===== src/rtl/rx_serial_pkg.sv =====
// Shared definitions for the 7O1 serial receiver: state codes, frame geometry
// and the parity-error rule.
package rx_serial_pkg;

  typedef enum logic [3:0] {
    ST_IDLE   = 4'd0,
    ST_START  = 4'd1,
    ST_DATA   = 4'd2,
    ST_PARITY = 4'd3,
    ST_STOP   = 4'd4,
    ST_DONE   = 4'd5
  } state_t;

  localparam int N_DATA_BITS = 7;
  localparam int FRAME_BITS  = 10;

  // Odd parity: the frame is bad when data plus parity hold an even number of ones.
  function automatic logic paridade_erro(input logic [N_DATA_BITS-1:0] dados,
                                         input logic paridade);
    return ~((^dados) ^ paridade);
  endfunction

endpackage


===== src/rtl/rx_serial_7o1_contador_baud.sv =====
// Loadable baud down-counter; fim flags the sample instant (count == 0).
module contador_baud
  import rx_serial_pkg::*;
#(
  parameter int WIDTH = 4
) (
  input  logic             clock,
  input  logic             reset,
  input  logic             carrega,
  input  logic [WIDTH-1:0] valor,
  output logic             fim
);

  logic [WIDTH-1:0] cnt_q, cnt_d;

  // Load has priority; otherwise count down and rest at zero.
  always_comb begin
    cnt_d = cnt_q;
    if (carrega) begin
      cnt_d = valor;
    end else if (cnt_q != '0) begin
      cnt_d = cnt_q - 1'b1;
    end
  end

  // Counter register.
  always_ff @(posedge clock or negedge reset) begin
    if (!reset) cnt_q <= '0;
    else        cnt_q <= cnt_d;
  end

  assign fim = (cnt_q == '0);

endmodule


===== src/rtl/rx_serial_7o1.sv =====
// 7O1 serial receiver: 1 start, 7 data LSB-first, odd parity, 1 stop.
//
// state  | meaning
// IDLE   | line idle, waiting for rx_s low
// START  | half-bit wait, re-check start bit (reject glitches)
// DATA   | sample 7 data bits at bit centres
// PARITY | sample parity bit
// STOP   | sample stop bit
// DONE   | one cycle: publish data, flags and pronto
module rx_serial_7o1
  import rx_serial_pkg::*;
#(
  parameter int CLKS_PER_BIT = 434,
  parameter int HALF_BIT     = CLKS_PER_BIT / 2
) (
  input  logic       clock,
  input  logic       reset,
  input  logic       entrada_serial,
  input  logic       recebe_dado,
  output logic [6:0] dados_ascii,
  output logic       pronto,
  output logic       tem_dado,
  output logic       erro_paridade,
  output logic       erro_stop,
  output logic       erro_overrun,
  output logic [3:0] db_estado
);

  localparam int CNT_W = $clog2(CLKS_PER_BIT);
  localparam logic [CNT_W-1:0] LOAD_BIT  = CNT_W'(CLKS_PER_BIT - 1);
  localparam logic [CNT_W-1:0] LOAD_HALF = CNT_W'(HALF_BIT - 1);
  localparam logic [2:0]       LAST_BIT  = 3'(N_DATA_BITS - 1);

  state_t                 state_q, state_d;
  logic [1:0]             sync_q;
  logic                   rx_s;
  logic                   fim;
  logic                   carrega;
  logic [CNT_W-1:0]       carga_val;
  logic [2:0]             bit_idx_q;
  logic [N_DATA_BITS-1:0] shift_q;
  logic                   par_q, stop_q;
  logic [N_DATA_BITS-1:0] dados_q;
  logic                   tem_q, erro_par_q, erro_stop_q, ovr_q;

  // Two-flop synchronizer, preset to the idle-high line level.
  always_ff @(posedge clock or negedge reset) begin
    if (!reset) sync_q <= 2'b11;
    else        sync_q <= {sync_q[0], entrada_serial};
  end

  assign rx_s = sync_q[1];

  contador_baud #(.WIDTH(CNT_W)) u_contador_baud (
    .clock   (clock),
    .reset   (reset),
    .carrega (carrega),
    .valor   (carga_val),
    .fim     (fim)
  );

  // FSM state register.
  always_ff @(posedge clock or negedge reset) begin
    if (!reset) state_q <= ST_IDLE;
    else        state_q <= state_d;
  end

  // FSM next-state logic; every bit-period move waits for the baud counter.
  always_comb begin
    state_d = state_q;
    case (state_q)
      ST_IDLE:   if (!rx_s) state_d = ST_START;
      ST_START:  if (fim) state_d = rx_s ? ST_IDLE : ST_DATA;
      ST_DATA:   if (fim && (bit_idx_q == LAST_BIT)) state_d = ST_PARITY;
      ST_PARITY: if (fim) state_d = ST_STOP;
      ST_STOP:   if (fim) state_d = ST_DONE;
      ST_DONE:   state_d = ST_IDLE;
      default:   state_d = ST_IDLE;
    endcase
  end

  // FSM outputs: baud counter reloads and the completion pulse.
  always_comb begin
    carrega   = 1'b0;
    carga_val = LOAD_BIT;
    pronto    = 1'b0;
    case (state_q)
      ST_IDLE: begin
        carrega   = !rx_s;
        carga_val = LOAD_HALF;
      end
      ST_START:  carrega = fim && !rx_s;
      ST_DATA:   carrega = fim;
      ST_PARITY: carrega = fim;
      ST_DONE:   pronto  = 1'b1;
      default: ;
    endcase
  end

  // Bit capture at each sample instant.
  always_ff @(posedge clock or negedge reset) begin
    if (!reset) begin
      bit_idx_q <= '0;
      shift_q   <= '0;
      par_q     <= 1'b0;
      stop_q    <= 1'b1;
    end else if (fim) begin
      case (state_q)
        ST_START: bit_idx_q <= '0;
        ST_DATA: begin
          shift_q[bit_idx_q] <= rx_s;
          bit_idx_q          <= bit_idx_q + 3'd1;
        end
        ST_PARITY: par_q  <= rx_s;
        ST_STOP:   stop_q <= rx_s;
        default: ;
      endcase
    end
  end

  // Published character and flags; frame completion beats an acknowledge.
  always_ff @(posedge clock or negedge reset) begin
    if (!reset) begin
      dados_q     <= '0;
      tem_q       <= 1'b0;
      erro_par_q  <= 1'b0;
      erro_stop_q <= 1'b0;
      ovr_q       <= 1'b0;
    end else if (state_q == ST_DONE) begin
      dados_q     <= shift_q;
      erro_par_q  <= paridade_erro(shift_q, par_q);
      erro_stop_q <= ~stop_q;
      ovr_q       <= tem_q;
      tem_q       <= 1'b1;
    end else if (recebe_dado && tem_q) begin
      tem_q <= 1'b0;
      ovr_q <= 1'b0;
    end
  end

  assign dados_ascii   = dados_q;
  assign tem_dado      = tem_q;
  assign erro_paridade = erro_par_q;
  assign erro_stop     = erro_stop_q;
  assign erro_overrun  = ovr_q;
  assign db_estado     = state_q;

endmodule


===== config.mk =====
export PLATFORM = sky130hd
export DESIGN_NAME = rx_serial_7o1
export DESIGN_NICKNAME = d
export VERILOG_FILES = /design/src/rtl/rx_serial_pkg.sv /design/src/rtl/rx_serial_7o1_contador_baud.sv /design/src/rtl/rx_serial_7o1.sv
export SDC_FILE = /design/constraint.sdc
export NUM_CORES = 1
export LEC_CHECK = 0
export BUFFER_PORTS_ARGS = -buffer_cell sky130_fd_sc_hd__clkbuf_2
export CELL_PAD_IN_SITES_DETAIL_PLACEMENT = 1
export CELL_PAD_IN_SITES_GLOBAL_PLACEMENT = 1
export CORE_ASPECT_RATIO = 1.25
export CORE_MARGIN = 5
export CORE_UTILIZATION = 30
export CTS_BUF_LIST = sky130_fd_sc_hd__clkbuf_16
export CTS_CLUSTER_SIZE = 24
export DETAILED_ROUTE_END_ITERATION = 10
export PLACE_DENSITY = 0.57
export SYNTH_ARGS = -nofsm -noshare
export SYNTH_HDL_FRONTEND = slang
export SYNTH_SLANG_ARGS = --single-unit

===== constraint.sdc =====
create_clock -name clock -period 1.96 [get_ports clock]
set_input_delay 0.196 -clock clock [delete_from_list [all_inputs] [get_ports clock]]
set_output_delay 0.196 -clock clock [all_outputs]
set_load 0.005 [all_outputs]

==> flow_results.xml, run 1 <==
<?xml version="1.0" encoding="UTF-8"?>
<metrics>
  <group name="timing">
    <metric name="slew_violations" unit="">0</metric>
    <metric name="totalNegativeSetupSlack" unit="ns">0</metric>
    <metric name="final_hold_viol_count" unit="">0</metric>
    <metric name="skew" unit="ns">0.00309</metric>
    <metric name="report.final.setup_viol" unit="">0</metric>
    <metric name="tightestPinTransition" unit="ns">0.546</metric>
    <metric name="min_period" unit="ns">1.92</metric>
    <metric name="slew_headroom" unit="%">63.3</metric>
    <metric name="max_freq" unit="GHz">0.522</metric>
    <metric name="timing.hold.ws" unit="ns">0.117</metric>
    <metric name="timing.final.ws_setup" unit="ns">0.0433</metric>
    <metric name="grt_setup_unrepaired" unit="">true</metric>
    <metric name="layout_worst_path_cycle_share" unit="%">97.8</metric>
  </group>
  <group name="clock_network">
    <metric name="cts_inserted_buffers" unit="">5</metric>
    <metric name="worst_setup_hold_path_clk_slew" unit="ns">0.06</metric>
    <metric name="clock_tree_from_tritoncts" unit="">yes</metric>
    <metric name="clock_tree.buffer_depth" unit="">2</metric>
    <metric name="cts_root_buf" unit="">sky130_fd_sc_hd__clkbuf_16</metric>
    <metric name="clock_sink_count" unit="">37</metric>
    <metric name="clkLatencyLatePin" unit="ns">0.28</metric>
    <metric name="clock_tree.htree_level_count" unit="">2</metric>
  </group>
  <group name="power">
    <metric name="internal_power" unit="mW">1.38</metric>
    <metric name="p_per_area" unit="nW/um2">703</metric>
    <metric name="design_power_total" unit="mW">1.72</metric>
    <metric name="power.share.switching" unit="%">19.6</metric>
    <metric name="irDropWorstVdd" unit="mV">0.368</metric>
    <metric name="seq_power_share" unit="%">45.1</metric>
    <metric name="leakage" unit="nW">1.12</metric>
    <metric name="clock_power_share" unit="%">53.1</metric>
    <metric name="p_switching" unit="mW">0.337</metric>
    <metric name="gate_power_share" unit="%">1.8</metric>
  </group>
  <group name="floorplan">
    <metric name="die_w" unit="um">81.3</metric>
    <metric name="core" unit="um2">6170</metric>
    <metric name="initial_standard_cell_utilization_of_the_core" unit="%">30.9</metric>
    <metric name="die_h" unit="um">99.2</metric>
    <metric name="pin_count" unit="">20</metric>
    <metric name="die_area" unit="um2">8070</metric>
    <metric name="std_cell_rows" unit="">32</metric>
  </group>
  <group name="final_layout">
    <metric name="finalNetCount" unit="">224</metric>
    <metric name="area_growth" unit="%">28.1</metric>
    <metric name="drive_above_1_share" unit="%">36.7</metric>
    <metric name="commonest_non_fill_non_tap_cell_in_the_layout" unit="">sky130_fd_sc_hd__dfrtp_1</metric>
    <metric name="final_cell_mix" unit="">sky130_fd_sc_hd__dfrtp_1 (33), sky130_fd_sc_hd__buf_4 (23), sky130_fd_sc_hd__clkbuf_2 (18)</metric>
    <metric name="diodes" unit="">0</metric>
    <metric name="stdcell_area" unit="um2">2440</metric>
  </group>
  <group name="setup_path">
    <metric name="setup.worst_path.start_class" unit="">register</metric>
    <metric name="worst-setup-path-type" unit="">reg -&gt; reg</metric>
    <metric name="r2r_slack" unit="ns">0.04</metric>
    <metric name="cp.arrival" unit="ns">2.08</metric>
    <metric name="crit_required" unit="ns">2.12</metric>
    <metric name="cp_max_fo" unit="">6</metric>
    <metric name="crit-reg2reg-capture" unit="">shift_q[2]</metric>
    <metric name="critical_path_capture_point_type" unit="">register</metric>
    <metric name="reg2reg_depth" unit="">8</metric>
    <metric name="worstReg2RegStart" unit="">u_contador_baud.cnt_q[0]</metric>
  </group>
  <group name="place">
    <metric name="post-place-ws" unit="ns">-0.0304</metric>
    <metric name="port_buffers" unit="">18</metric>
    <metric name="place_congestion" unit="">0.786</metric>
    <metric name="post-dp-hpwl" unit="um">3260</metric>
    <metric name="dpl-instance-area" unit="um2">2160</metric>
  </group>
  <group name="detailed_routing">
    <metric name="drt_iter0_markers" unit="">63</metric>
    <metric name="detail_route.drc_violations" unit="">0</metric>
    <metric name="drt_pass1_iterations" unit="">4</metric>
    <metric name="wl_per_cell" unit="um">14.6</metric>
    <metric name="route.vias.total" unit="">1429</metric>
    <metric name="route.antenna.remaining_nets" unit="">0</metric>
    <metric name="vias_per_cell" unit="">4.72</metric>
    <metric name="wl" unit="um">4410</metric>
  </group>
  <group name="synth">
    <metric name="syn-mean-instance-area" unit="um2">10.8</metric>
    <metric name="netlist-cell-type-count" unit="">44</metric>
    <metric name="post_syn_nets" unit="">183</metric>
    <metric name="post_synth_instance_area" unit="um2">1910</metric>
    <metric name="post_synth_inst_count" unit="">176</metric>
    <metric name="ys_ff_latch" unit="">37</metric>
    <metric name="yosysSeqAreaShare" unit="%">48.7</metric>
    <metric name="yosysWarningCount" unit="">0</metric>
  </group>
  <group name="global_routing">
    <metric name="globalRouteOverflowTotal" unit="">0</metric>
    <metric name="pin_count_of_the_biggest_net_entering_global_routing" unit="">38</metric>
    <metric name="grt_first_pass_wirelength" unit="um">7440</metric>
    <metric name="groute.usage.overall" unit="%">11.8</metric>
    <metric name="antenna_found_initial" unit="">0</metric>
    <metric name="vias_in_the_first_global_route" unit="">1585</metric>
  </group>
  <group name="hold_path">
    <metric name="hold_path_class" unit="">in -&gt; reg</metric>
    <metric name="holdCritStartpoint" unit="">recebe_dado</metric>
    <metric name="worst_hold_path.endpoint" unit="">tem_dado</metric>
    <metric name="hold-path-cell-count" unit="">2</metric>
  </group>
  <group name="flow_run">
    <metric name="maxCapViolCount" unit="">0</metric>
  </group>
  <group name="run_status">
    <metric name="outcome" unit="">finished, final reports clean</metric>
  </group>
</metrics>
registers in the layout, indices dropped and copies added, names as in the netlist:
| name | flops |
|---|---|
| erro_paridade | 1 |
| u_contador_baud.cnt_q | 9 |
| par_q | 1 |
| stop_q | 1 |
| dados_ascii | 7 |
| shift_q | 7 |
| tem_dado | 1 |
| sync_q | 2 |
| erro_overrun | 1 |
| bit_idx_q | 3 |
| erro_stop | 1 |
| db_estado | 3 |
final cells by class:
| class | count | area [um2] |
|---|---|---|
| clock inverters | 3 | 46.3 |
| repair buffers | 44 | 294 |
| clock buffers | 5 | 125 |
| multi-input cells | 122 | 916 |
| flip-flops and latches | 37 | 931 |
| well taps | 85 | 106 |
| inverters | 7 | 26.3 |
| fillers | 726 | 3720 |
cells in the mapped netlist:
cell type / number / area [um2]
sky130_fd_sc_hd__dfrtp_1: 34 / 851
sky130_fd_sc_hd__nand2_1: 16 / 60.1
sky130_fd_sc_hd__nor2_1: 13 / 48.8
sky130_fd_sc_hd__o21ai_0: 10 / 50.1
sky130_fd_sc_hd__xnor2_1: 9 / 78.8
sky130_fd_sc_hd__mux2_2: 8 / 90.1
sky130_fd_sc_hd__nand3_1: 8 / 40.0
sky130_fd_sc_hd__a21oi_1: 7 / 35.0
sky130_fd_sc_hd__inv_1: 7 / 26.3
sky130_fd_sc_hd__clkbuf_1: 5 / 18.8
sky130_fd_sc_hd__mux2_1: 4 / 45.0
sky130_fd_sc_hd__mux2_4: 4 / 60.1
sky130_fd_sc_hd__nand2b_1: 4 / 25.0
sky130_fd_sc_hd__a22o_1: 3 / 26.3
sky130_fd_sc_hd__dfstp_2: 3 / 78.8
sky130_fd_sc_hd__ha_1: 3 / 37.5
sky130_fd_sc_hd__nor3_1: 3 / 15.0
sky130_fd_sc_hd__a31oi_1: 2 / 12.5
sky130_fd_sc_hd__buf_6: 2 / 22.5
sky130_fd_sc_hd__nand3_2: 2 / 20.0
sky130_fd_sc_hd__nor2b_1: 2 / 12.5
sky130_fd_sc_hd__nor4_1: 2 / 12.5
sky130_fd_sc_hd__nor4_4: 2 / 42.5
sky130_fd_sc_hd__o31ai_1: 2 / 15.0
sky130_fd_sc_hd__or3_1: 2 / 12.5
sky130_fd_sc_hd__a311oi_1: 1 / 8.76
sky130_fd_sc_hd__a31o_2: 1 / 8.76
sky130_fd_sc_hd__a41oi_1: 1 / 8.76
sky130_fd_sc_hd__and2_1: 1 / 6.26
sky130_fd_sc_hd__and2_4: 1 / 8.76
sky130_fd_sc_hd__buf_1: 1 / 3.75
sky130_fd_sc_hd__buf_2: 1 / 5.00
sky130_fd_sc_hd__buf_4: 1 / 7.51
sky130_fd_sc_hd__conb_1: 1 / 3.75
sky130_fd_sc_hd__mux2i_1: 1 / 10.0
sky130_fd_sc_hd__nand2_2: 1 / 6.26
sky130_fd_sc_hd__nand3b_1: 1 / 7.51
sky130_fd_sc_hd__nand4b_1: 1 / 8.76
sky130_fd_sc_hd__nor2_4: 1 / 11.3
sky130_fd_sc_hd__nor3_2: 1 / 10.0
sky130_fd_sc_hd__nor4b_2: 1 / 15.0
sky130_fd_sc_hd__nor4b_4: 1 / 23.8
sky130_fd_sc_hd__o41ai_1: 1 / 8.76
sky130_fd_sc_hd__xor2_1: 1 / 8.76
cells by family (layout without fill, tap and decap cells):
kind of cell / after synthesis / after routing / share of synthesized area [%]
XOR/XNOR: 10 / 10 / 4.59
flip-flops: 37 / 37 / 48.7
buffers and inverters: 17 / 59 / 4.39
other: 1 / 1 / 0.197
adder cells (fa/ha/maj): 3 / 3 / 1.97
AND/OR/NAND/NOR: 63 / 63 / 20.3
multiplexers: 17 / 17 / 10.8
AO/OA/AOI/OAI: 28 / 28 / 9.11
critical path: stages (launching register included):
cell and delay (ns):
sky130_fd_sc_hd__dfrtp_1 0.41, sky130_fd_sc_hd__inv_2 0.09, sky130_fd_sc_hd__ha_4 0.13, sky130_fd_sc_hd__nor4b_4 0.21
sky130_fd_sc_hd__buf_4 0.16, sky130_fd_sc_hd__nand2_2 0.13, sky130_fd_sc_hd__nor4b_4 0.27, sky130_fd_sc_hd__nand2b_1 0.10
sky130_fd_sc_hd__mux2_4 0.30
worst max path at each step:
stage | depth (start not counted) | start | slack, ns | end
3_5_place_dp | 7 | u_contador_baud.cnt_q[0] | -0.03 | shift_q[2]
2_1_floorplan | 7 | u_contador_baud.cnt_q[0] | 0.11 | shift_q[6]
5_1_grt | 9 | u_contador_baud.cnt_q[0] | -0.05 | shift_q[5]
6_report | 8 | u_contador_baud.cnt_q[0] | 0.04 | shift_q[2]
4_1_cts | 7 | u_contador_baud.cnt_q[0] | -0.003 | shift_q[2]
3_3_place_gp | 7 | u_contador_baud.cnt_q[0] | 0.08 | shift_q[0]
routing by layer:
metal  track usage, %  vias up  part of all wire, %
met5                0        -                    0
li1                 -      690                    -
met2             22.6       18                   59
met1             12.3      713                   37
met4             3.90        0                  1.6
met3             2.45        8                  2.4
through the flow:
stage | std cells | util (%)
2_1_floorplan | 176 | -
3_3_place_gp | 284 | 35.0
3_5_place_dp | 284 | 35.0
4_1_cts | 296 | 38.4
5_1_grt | 303 | 39.7
6_report | 303 | 39.7
power groups by stage:
| stage | logic [mW] | registers (mW) | clock network [mW] |
|---|---|---|---|
| final | 0.0311 | 0.775 | 0.913 |
| after global routing | 0.0365 | 0.775 | 0.977 |
| after CTS | 0.0329 | 0.775 | 0.943 |
| after detailed placement | 0.0296 | 0.789 | 0 |
| after global placement | 0.0291 | 0.788 | 0 |
| after floorplan | 0.00830 | 0.785 | 0 |
repair_timing:
action	4_1_cts	5_1_grt
pin swaps	0	6
buffers inserted	2	7
resized for setup	0	7
hold buffers	2	0
endpoints found under the hold margin	35	0
setup endpoints to repair	2	8
No activity file was read; power rests on OpenSTA's default activity.
==> run 2, diff against run 1 <==
--- a/config.mk
+++ b/config.mk
@@ -14,7 +14,7 @@
 export CTS_BUF_LIST = sky130_fd_sc_hd__clkbuf_16
 export CTS_CLUSTER_SIZE = 24
 export DETAILED_ROUTE_END_ITERATION = 10
-export PLACE_DENSITY = 0.57
+export PLACE_DENSITY_LB_ADDON = 0.1
 export SYNTH_ARGS = -nofsm -noshare
 export SYNTH_HDL_FRONTEND = slang
 export SYNTH_SLANG_ARGS = --single-unit
==> run 2 against run 1 <==
Via count rose by 1.0%. Sequential power about the same. Non-clock buffer count is 7 lower. Largest cell class unchanged.
==> flow_results.xml, run 2 (same netlist as run 1, synthesis figures left out) <==
<?xml version="1.0" encoding="UTF-8"?>
<metrics>
  <group name="run_status">
    <metric name="outcome" unit="">finished, final reports clean</metric>
  </group>
  <group name="final_layout">
    <metric name="fillers" unit="">706</metric>
    <metric name="fin_util" unit="%">38.9</metric>
    <metric name="drive_above_1_share" unit="%">33.2</metric>
    <metric name="largest_register_ffs" unit="">9</metric>
    <metric name="finalNetCount" unit="">217</metric>
    <metric name="area_growth" unit="%">25.6</metric>
    <metric name="top_register_by_number_of_flip_flops" unit="">u_contador_baud.cnt_q</metric>
    <metric name="commonest_non_fill_non_tap_cell_in_the_layout" unit="">sky130_fd_sc_hd__dfrtp_1</metric>
    <metric name="diodes" unit="">0</metric>
    <metric name="stdcell_area" unit="um2">2400</metric>
    <metric name="final_cell_mix" unit="">sky130_fd_sc_hd__dfrtp_1 (34), sky130_fd_sc_hd__clkbuf_2 (18), sky130_fd_sc_hd__nand2_1 (16), sky130_fd_sc_hd__buf_4 (16), sky130_fd_sc_hd__nor2_1 (13)</metric>
  </group>
  <group name="detailed_routing">
    <metric name="detail_route.drc_violations" unit="">0</metric>
    <metric name="wl" unit="um">4420</metric>
    <metric name="route.vias.total" unit="">1444</metric>
    <metric name="wl_per_cell" unit="um">14.9</metric>
    <metric name="route.antenna.remaining_nets" unit="">0</metric>
    <metric name="drt_iter0_markers" unit="">26</metric>
    <metric name="vias_per_cell" unit="">4.88</metric>
    <metric name="drt_pass1_iterations" unit="">4</metric>
  </group>
  <group name="clock_network">
    <metric name="clock_tree_from_tritoncts" unit="">yes</metric>
    <metric name="clkLatencyLatePin" unit="ns">0.27</metric>
    <metric name="cts_root_buf" unit="">sky130_fd_sc_hd__clkbuf_16</metric>
    <metric name="worst_setup_hold_path_clk_slew" unit="ns">0.05</metric>
    <metric name="clock_tree.buffer_depth" unit="">2</metric>
    <metric name="cts_inserted_buffers" unit="">5</metric>
    <metric name="clock_sink_count" unit="">37</metric>
    <metric name="clock_tree.htree_level_count" unit="">2</metric>
  </group>
  <group name="floorplan">
    <metric name="die_h" unit="um">99.2</metric>
    <metric name="die_area" unit="um2">8070</metric>
    <metric name="pin_count" unit="">20</metric>
    <metric name="die_w" unit="um">81.3</metric>
    <metric name="core" unit="um2">6170</metric>
    <metric name="std_cell_rows" unit="">32</metric>
    <metric name="initial_standard_cell_utilization_of_the_core" unit="%">30.9</metric>
  </group>
  <group name="timing">
    <metric name="tightestPinTransition" unit="ns">0.551</metric>
    <metric name="max_freq" unit="GHz">0.525</metric>
    <metric name="final_hold_viol_count" unit="">0</metric>
    <metric name="slew_headroom" unit="%">63.0</metric>
    <metric name="grt_setup_unrepaired" unit="">true</metric>
    <metric name="timing.hold.ws" unit="ns">0.126</metric>
    <metric name="min_period" unit="ns">1.91</metric>
    <metric name="skew" unit="ns">0.00156</metric>
    <metric name="report.final.setup_viol" unit="">0</metric>
    <metric name="layout_worst_path_cycle_share" unit="%">97.2</metric>
    <metric name="slew_violations" unit="">0</metric>
  </group>
  <group name="setup_path">
    <metric name="crit_required" unit="ns">2.12</metric>
    <metric name="cp_max_fo" unit="">7</metric>
    <metric name="critical_path_capture_point_type" unit="">register</metric>
    <metric name="setup.worst_path.start_class" unit="">register</metric>
    <metric name="worst-setup-path-type" unit="">reg -&gt; reg</metric>
    <metric name="r2r_slack" unit="ns">0.05</metric>
    <metric name="cp.arrival" unit="ns">2.06</metric>
  </group>
  <group name="place">
    <metric name="dpl-instance-area" unit="um2">2160</metric>
    <metric name="port_buffers" unit="">18</metric>
    <metric name="place_congestion" unit="">0.802</metric>
    <metric name="post-dp-hpwl" unit="um">3270</metric>
  </group>
  <group name="global_routing">
    <metric name="vias_in_the_first_global_route" unit="">1558</metric>
    <metric name="antenna_found_initial" unit="">0</metric>
    <metric name="grt_first_pass_wirelength" unit="um">7490</metric>
    <metric name="globalRouteOverflowTotal" unit="">0</metric>
    <metric name="pin_count_of_the_biggest_net_entering_global_routing" unit="">21</metric>
    <metric name="groute.usage.overall" unit="%">12.1</metric>
  </group>
  <group name="power">
    <metric name="leakage" unit="nW">1.11</metric>
    <metric name="p_per_area" unit="nW/um2">705</metric>
    <metric name="irDropWorstVdd" unit="mV">0.268</metric>
    <metric name="design_power_total" unit="mW">1.69</metric>
  </group>
  <group name="hold_path">
    <metric name="hold_path_class" unit="">in -&gt; reg</metric>
  </group>
  <group name="flow_run">
    <metric name="maxCapViolCount" unit="">0</metric>
  </group>
</metrics>
==> run 2: cell type report <==
cell class | count | area (um2) | share of cell area, %
sequential | 37 | 930 | 38.8
multi-input combinational | 122 | 921 | 38.4
timing repair buffer | 37 | 250 | 10.4
clock buffer | 5 | 125 | 5.22
tap | 85 | 106 | 4.44
clock inverter | 3 | 37.5 | 1.57
inverter | 7 | 26.3 | 1.10
==> run 2: metal layers <==
layer | track usage [%] | wire [um]
met5 | 0 | 0
met1 | 13.4 | 1790
met2 | 22.0 | 2440
met3 | 2.54 | 148
met4 | 4.94 | 46
==> run 2: path summary, 6_finish.rpt <==
check,from,to,cells past startpoint
max,u_contador_baud.cnt_q[1],shift_q[3],7
min,recebe_dado,tem_dado,2
max reg2reg,u_contador_baud.cnt_q[1],shift_q[3],7
min reg2reg,sync_q[0],sync_q[1],0
max in group asynchronous,reset,stop_q,3
min in group asynchronous,reset,dados_ascii[3],2
==> run 2: repair_timing <==
action                                  CTS  global route
hold buffers                              2             0
resized for setup                         1             5
pin swaps                                 0             2
endpoints found under the setup margin    2            11
endpoints found under the hold margin    16             0
buffers inserted                          0             3
==> run 2: report_power, final <==
group | internal [mW] | switching (mW) | total [mW]
clock network | 0.590 | 0.289 | 0.879
logic | 0.0128 | 0.0221 | 0.0349
registers | 0.770 | 0.00523 | 0.775
==> run 2: metrics by stage <==
stage / worst slack, ns / instances / setup TNS, ns
global route: -0.0424 / 296 / -0.0703
finish: 0.0545 / 296 / 0
global placement: 0.0607 / 283 / 0
detailed placement: -0.0107 / 283 / -0.0109
floorplan: 0.109 / 176 / 0
CTS: 0.00269 / 293 / 0
==> run 2: worst max-delay path: stages, from the launching register on <==
cell	delay (ns)
sky130_fd_sc_hd__dfrtp_1	0.40
sky130_fd_sc_hd__inv_2	0.08
sky130_fd_sc_hd__ha_4	0.14
sky130_fd_sc_hd__nor4b_4	0.29
sky130_fd_sc_hd__and2_4	0.25
sky130_fd_sc_hd__nand4b_1	0.13
sky130_fd_sc_hd__nor2_1	0.17
sky130_fd_sc_hd__mux2_1	0.33
